File: config.mk
export PLATFORM = sky130hd
export DESIGN_NAME = prog_loader
export DESIGN_NICKNAME = d
export VERILOG_FILES = /design/src/rtl/prog_loader_pkg.sv /design/src/rtl/prog_loader.sv
export SDC_FILE = /design/constraint.sdc
export NUM_CORES = 1
export LEC_CHECK = 0
export CAP_MARGIN = 10
export CORE_ASPECT_RATIO = 1.25
export CORE_MARGIN = 1
export CORE_UTILIZATION = 55
export CTS_CLUSTER_DIAMETER = 60
export DETAILED_ROUTE_END_ITERATION = 10
export HOLD_SLACK_MARGIN = 0.08
export PLACE_DENSITY = 0.9
export SYNTH_ARGS = -nofsm -noshare
export SYNTH_HDL_FRONTEND = slang
export SYNTH_SLANG_ARGS = --single-unit
File: constraint.sdc
create_clock -name clk -period 2.8 [get_ports clk]
set_input_delay 0.56 -clock clk [delete_from_list [all_inputs] [get_ports clk]]
set_output_delay 0.56 -clock clk [all_outputs]
set_load 0.02 [all_outputs]
File: src/rtl/prog_loader_pkg.sv
// rtl/prog_loader_pkg.sv - shared constants and state encoding for the program loader
// PROG_WORDS is also used to size the external writable program memory.
package prog_loader_pkg;

   localparam int PL_AW      = 10;
   localparam int PL_DW      = 16;
   localparam int PROG_WORDS = 2 ** PL_AW;
   localparam int LEN_W      = 11;

   localparam logic [2:0] S_LEN_HI = 3'd0;
   localparam logic [2:0] S_LEN_LO = 3'd1;
   localparam logic [2:0] S_W_HI   = 3'd2;
   localparam logic [2:0] S_W_LO   = 3'd3;
   localparam logic [2:0] S_CHK    = 3'd4;
   localparam logic [2:0] S_RUN    = 3'd5;
   localparam logic [2:0] S_ERROR  = 3'd6;

   typedef enum logic [2:0] {
      LEN_HI = S_LEN_HI,
      LEN_LO = S_LEN_LO,
      W_HI   = S_W_HI,
      W_LO   = S_W_LO,
      CHK    = S_CHK,
      RUN    = S_RUN,
      ERROR  = S_ERROR
   } state_t;

endpackage

File: src/rtl/prog_loader.sv
// rtl/prog_loader.sv - byte-stream boot loader writing 16-bit words into program memory
// Optional LOADER_CHECKSUM_EN adds a trailing mod-256 checksum byte (CHK state).
module prog_loader
   import prog_loader_pkg::*;
#(
   parameter int AW = PL_AW,
   parameter int DW = PL_DW
) (
   input  logic          clk,
   input  logic          reset,
   input  logic          reload,
   input  logic [7:0]    in_data,
   input  logic          in_valid,
   output logic          in_ready,
   output logic          mem_we,
   output logic [AW-1:0] mem_wa,
   output logic [DW-1:0] mem_wd,
   output logic          cpu_run,
   output logic          busy,
   output logic          error
);

   localparam int WORDS = 2 ** AW;

   state_t            r_state;
   state_t            w_next;
   logic              r_first;
   logic [7:0]        r_hi;
   logic [LEN_W-1:0]  r_len;
   logic [LEN_W-1:0]  r_cnt;
   logic [AW-1:0]     r_addr;
   logic              r_mem_we;
   logic [AW-1:0]     r_mem_wa;
   logic [DW-1:0]     r_mem_wd;
`ifdef LOADER_CHECKSUM_EN
   logic [7:0]        r_sum;
`endif

   logic              w_load;
   logic              w_ready;
   logic              w_acc;
   logic              w_idle_end;
   logic [LEN_W-1:0]  w_len;
   logic              w_len_ok;
   logic              w_last;

   assign w_load     = (r_state != RUN) && (r_state != ERROR);
   assign w_ready    = w_load && !r_first;
   assign w_acc      = in_valid && w_ready;
   assign w_idle_end = !w_load && reload;
   assign w_len      = {r_hi[2:0], in_data};
   assign w_len_ok   = (w_len != '0) && ({1'b0, w_len} <= 12'(WORDS));
   assign w_last     = (r_cnt + 11'd1) == r_len;

   always_ff @(posedge clk or negedge reset) begin
      if (!reset) begin
         r_state <= LEN_HI;
      end else begin
         r_state <= w_next;
      end
   end

   always_comb begin
      w_next = r_state;
      case (r_state)
         LEN_HI: if (w_acc) w_next = LEN_LO;
         LEN_LO: if (w_acc) w_next = w_len_ok ? W_HI : ERROR;
         W_HI:   if (w_acc) w_next = W_LO;
         W_LO: begin
            if (w_acc) begin
`ifdef LOADER_CHECKSUM_EN
               w_next = w_last ? CHK : W_HI;
`else
               w_next = w_last ? RUN : W_HI;
`endif
            end
         end
`ifdef LOADER_CHECKSUM_EN
         CHK: if (w_acc) w_next = ((r_sum + in_data) == 8'h00) ? RUN : ERROR;
`endif
         RUN:    if (reload) w_next = LEN_HI;
         ERROR:  if (reload) w_next = LEN_HI;
         default: w_next = LEN_HI;
      endcase
   end

   // r_hi holds the length high byte during LEN_LO and the word high byte during W_LO.
   always_ff @(posedge clk or negedge reset) begin
      if (!reset) begin
         r_first  <= 1'b1;
         r_hi     <= '0;
         r_len    <= '0;
         r_cnt    <= '0;
         r_addr   <= '0;
         r_mem_we <= 1'b0;
         r_mem_wa <= '0;
         r_mem_wd <= '0;
`ifdef LOADER_CHECKSUM_EN
         r_sum    <= '0;
`endif
      end else begin
         r_first  <= 1'b0;
         r_mem_we <= 1'b0;
         if (w_acc) begin
`ifdef LOADER_CHECKSUM_EN
            r_sum <= r_sum + in_data;
`endif
            case (r_state)
               LEN_HI: r_hi  <= in_data;
               LEN_LO: r_len <= w_len;
               W_HI:   r_hi  <= in_data;
               W_LO: begin
                  r_mem_we <= 1'b1;
                  r_mem_wa <= r_addr;
                  r_mem_wd <= DW'({r_hi, in_data});
                  r_addr   <= r_addr + AW'(1);
                  r_cnt    <= r_cnt + 11'd1;
               end
               default: ;
            endcase
         end
         if (w_idle_end) begin
            r_addr <= '0;
            r_cnt  <= '0;
`ifdef LOADER_CHECKSUM_EN
            r_sum  <= '0;
`endif
         end
      end
   end

   assign in_ready = w_ready;
   assign mem_we   = r_mem_we;
   assign mem_wa   = r_mem_wa;
   assign mem_wd   = r_mem_wd;
   // The final write pulse lands in the first RUN cycle; hold the CPU off until it is done.
   assign cpu_run  = (r_state == RUN) && !r_mem_we;
   assign busy     = w_load;
   assign error    = (r_state == ERROR);

endmodule

* Word level (Yosys, flattened, before mapping) *
Cells that the tools add are included.

storage, ports and cells
  output and inout bits = 31
  bits of input ports = 12
  register bits = 71

cells by class
  multiplexer cells = 16
  $lt $le $gt $ge = 1
  eq/ne operators = 13
  reduce and logical (&&, ||, !) cells = 20
  add/subtract/negate cells = 2

operators with widths
  kind                                                                     number
  11-bit 2-to-1 mux                                                        3
  10-bit 2-to-1 mux                                                        3
  3-bit 2-to-1 mux                                                         7
  3-bit case mux with 5 select lines                                       1
  11-bit by 1-bit adder with 11-bit output, second input constant          1
  11-bit equality test                                                     1
  11-bit less-or-equal comparator, second input constant                   1
  11-bit nonzero test                                                      1
  10-bit by 1-bit adder with 10-bit output, second input constant          1
  2-bit inequality test, second input constant                             4
  2-bit AND reduction                                                      4
  3-bit by 2-bit equality test with 1-bit output, second input constant    2
  3-bit equality test, second input constant                               2
  1-bit logical AND                                                        6
  3-bit inequality test, second input constant                             2
  5-bit AND reduction                                                      1
  2-bit nonzero test                                                       2
  2-bit OR reduction                                                       2
  3-bit by 1-bit equality test with 1-bit output, second input constant    1
  1-bit zero test                                                          3
  3-bit zero test                                                          1
  1-bit 2-to-1 mux                                                         2
  2-bit by 1-bit inequality test with 1-bit output, second input constant  1

* Logic depth before layout (Yosys ltp) *
Gate-level depths: netlist of the first run.

  word-level depth = 6
  mapped depth = 9
  mapped depth without buffers = 7

* Least setup slack after synthesis of the first run *
Ideal clock, no wire load.

  path kind = input to register
  from = input port in_valid
  to = register r_len[2]
  data arrival time = 1.665 ns
  stages on the path = 5
  buffers on the path = 1
  required time = 2.675 ns
  slack = 1.010 ns
  setup time = 0.125 ns
  cell sequence = nand2b_1 or3_1 nor2_1 buf_4 mux2_2

between the ends
  cells in the longest elaborated chain, start to end = 2

ends and longest elaborated chain
  what                                  RTL line            source
  start: declaration                    prog_loader.sv:13   input logic in_valid,
  1-bit logical AND                     prog_loader.sv:49   assign w_acc = in_valid && w_ready;
  2-bit AND reduction (no source line)  -
  end signal: assignment                prog_loader.sv:110  LEN_LO: r_len <= w_len;
  end: declaration                      prog_loader.sv:29   logic [LEN_W-1:0] r_len;

No other way between the ends.
A chain may end at the register's enable or synchronous reset.

* Final worst setup path of the first run *
  from = register r_state[1]
  to = output port cpu_run

between the ends
  cells in the longest elaborated chain, start to end = 2

ends and longest elaborated chain
  what                      RTL line            source
  start: declaration        prog_loader.sv:25   state_t r_state;
  start signal: assignment  prog_loader.sv:59   r_state <= w_next;
  3-bit equality test       prog_loader.sv:137  assign cpu_run = (r_state == RUN) && !r_mem_we;
  1-bit logical AND         prog_loader.sv:137
  end: declaration          prog_loader.sv:18   output logic cpu_run,

No other way between the ends.

==> flow_summary.ini, run 1 <==
[finish]
final_layout_size_suffix_gt1_share_pct = 13.1
multiInputGateArea_sq_mm = 0.00140
utilization_pct = 68.8
layout_common_cells = nand2_1 (92), dfrtp_1 (70), clkdlybuf4s50_1 (41)
nets = 391
final_common_cell = nand2_1
syn2layout_area_growth_pct = 21.6
fillCellCount = 373
n_antenna_cell = 0
seq_area_sq_mm = 0.00178

[placed_design]
place_congestion = 0.850
port_buffers = 42
place_hpwl_um = 4990

[pwr]
vdd_drop_max_mv = 0.623
p_leak_uw = 0.00184
sw_frac_of_total_pct = 34.5
p_per_area_mw_per_mm2 = 951
power_frac_comb_pct = 33.6
intPower_uw = 2470
power_switching_uw = 1300
clkPwrFrac_pct = 22.8
p_seq_share_pct = 43.5

[logic_synthesis]
synth.avg_cell_area_sq_um = 9.84
synth_seq_cells = 71
synth_cell_type_count = 41
synth_top_area_share_pct = 53.6
syn_inst = 332
ys.warnings.count = 0
yosysSeqAreaShare_pct = 54.4
yosys-top-cells-area = dfrtp_1 (54%), nand2_1 (11%), mux2_2 (6.2%)
yosys.area.top_type = dfrtp_1
synth_area_sq_mm = 0.00327
syn-num-nets = 346

[clocking]
clkTransAtPathRegs_ns = 0.07
postCtsSetupRepairBufs = 0
clock_sinks = 71
cts_max_path_buffers = 2
cts_tree = built
clock_latency_ns = 0.35
clock-root-buffer = clkbuf_8
htreeDepth = 3
cts_hold_buffers = 0
postCtsResizedCells = 0
cts_made_buffers = 9

[sta]
rsz0062_at_grt = no
final.min_clock_period_ns = 2.41
max_freq_mhz = 414
hold_viol_final = 0
fin_skew_ns = 0.00615
min_period_over_period_pct = 86.2
setup_viol = 0
slew_headroom_pct = 52.1
tightest_slew_ns = 0.717
maxSlewViolCount = 0
setup_tns_ns = 0

[floorplan]
start_util_pct = 56.5
dieWidth_um = 70.9
coreArea_sq_mm = 0.00578
fp.dieH_um = 88.2
ioPinCount = 43
num_rows = 31
die_area_sq_mm = 0.00626

[critical_path]
slowest_stage = clkdlybuf4s50_1
path_cells = nand2b_1 > nor3b_1 > clkdlybuf4s50_1
start_kind = register
critical_path_arrival_ns = 1.85
endpoint_kind = output pin
cp.required_ns = 2.24
cp_max_fo = 8
reg2regPathDepth = 7
worstSetupPathType = register to output pin
slowest_delay_ns = 0.63

[min_path]
holdCritPathClass = input port to async pin

[routing]
drtIter0Drc = 341
wire_per_inst_um = 16.5
finalWirelength_um = 7390
ant_nets = 0
viasPerCell = 5.91
route.vias.total = 2644
first_pass_iters = 10
drc = 1

[global_route]
grt_pass1_vias = 2514
grtUsageTotal_pct = 25.7
antenna_found_initial = 0
grt_start_max_net_pins = 34
grt_overflow_total = 0
grt_pass1_wl_um = 12100

[outcome]
status = complete, but fails checks
violations = design-rule violations

[flow_run]
maxCapViolations = 0
[Yosys cell counts, drive strengths merged]
cell type / number
nand2: 92
dfrtp: 70
nor2: 27
mux2: 19
o21ai: 18
buf: 14
xnor2: 13
xor2: 13
nand3: 11
nor3: 7
a21oi: 5
and3: 5
o31ai: 5
nand4: 4
inv: 3
nand2b: 3
or3: 3
a22o: 2
clkbuf: 2
ha: 2
nor4: 2
o22ai: 2
a211o: 1
and2: 1
and4: 1
and4bb: 1
conb: 1
dfstp: 1
mux2i: 1
nor3b: 1
o21a: 1
o32ai: 1
[layer usage]
metal,vias up,share of wire (%),GRT usage (%)
li1,1190,-,-
met1,1334,39,31.7
met2,99,52,43.6
met3,21,4.8,4.14
met4,0,3.3,14.5
met5,-,0,0
[power groups by stage]
| stage | Sequential (uW) | Clock [uW] | Combinational [uW] |
|---|---|---|---|
| after floorplan | 1710 | 0 | 683 |
| after CTS | 1640 | 876 | 1280 |
| after global placement | 1630 | 0 | 1210 |
| after global routing | 1680 | 915 | 1380 |
| final | 1650 | 863 | 1270 |
| after detailed placement | 1640 | 0 | 1250 |
[worst max-delay path: cells and delay by family (launching register included)]
kind	cells	cell delay (ns)
flops	1	0.47
simple gates	2	0.41
buf+inv	1	0.63
[final timing paths]
kind | startpoint | endpoint | slack, ns
worst max register to register | r_cnt[0]$_DFFE_PN0P_ | r_state[0]$_DFFE_PN0P_ | 0.63
max in group asynchronous | reset | mem_wd[5]$_DFFE_PN0P_ | 2.00
min in group clk | r_hi[6]$_DFFE_PN0P_ | mem_wd[14]$_DFFE_PN0P_ | 0.47
worst min register to register | r_hi[6]$_DFFE_PN0P_ | mem_wd[14]$_DFFE_PN0P_ | 0.47
worst min-delay path | reset | r_state[0]$_DFFE_PN0P_ | 0.14
worst max-delay path | r_state[1]$_DFFE_PN0P_ | cpu_run | 0.39
[sequential cells by signal, summed over array words and instances, names as in the netlist]
register / cells
mem_wa: 10
mem_wd: 16
mem_we: 1
r_addr: 10
r_cnt: 11
r_first: 1
r_hi: 8
r_len: 11
r_state: 3
[layout make-up]
cell class / instances / share of cell area, %
inverters: 3 / 0.283
multi-input cells: 242 / 35.2
clock inverters: 2 / 0.944
well taps: 66 / 2.08
repair buffers: 50 / 12.3
clock buffers: 13 / 4.50
flip-flops and latches: 71 / 44.7
[cell families after synthesis]
family	synth area share, %
muxes	6.85
adders and majority gates	0.766
AOI/OAI and AO/OA	6.59
buffers and inverters	2.79
other	0.115
DFF	54.4
xor gates and xnor gates	7.20
and+or+nand+nor	21.3
[per-stage QoR]
step	hold WS (ns)	setup slack [ns]	total power [uW]	instances	cell area, sq um
after detailed placement	0.462	0.327	2900	432	3760
after CTS	0.143	0.379	3790	447	3980
after floorplan	0.264	1.01	2390	332	3270
after global placement	0.447	0.438	2840	432	3760
after global routing	0.162	0.302	3980	447	3980
final	0.135	0.386	3780	447	3980
Note: power is estimated with default switching activity, not from simulation.
==> run 2: changes to the inputs <==
--- a/config.mk
+++ b/config.mk
@@ -13,6 +13,7 @@
 export DETAILED_ROUTE_END_ITERATION = 10
 export HOLD_SLACK_MARGIN = 0.08
 export PLACE_DENSITY = 0.9
+export SKIP_LAST_GASP = 1
 export SYNTH_ARGS = -nofsm -noshare
 export SYNTH_HDL_FRONTEND = slang
 export SYNTH_SLANG_ARGS = --single-unit
==> results of run 2 <==
The final DEF is identical to that of run 1; final timing and power are the same.
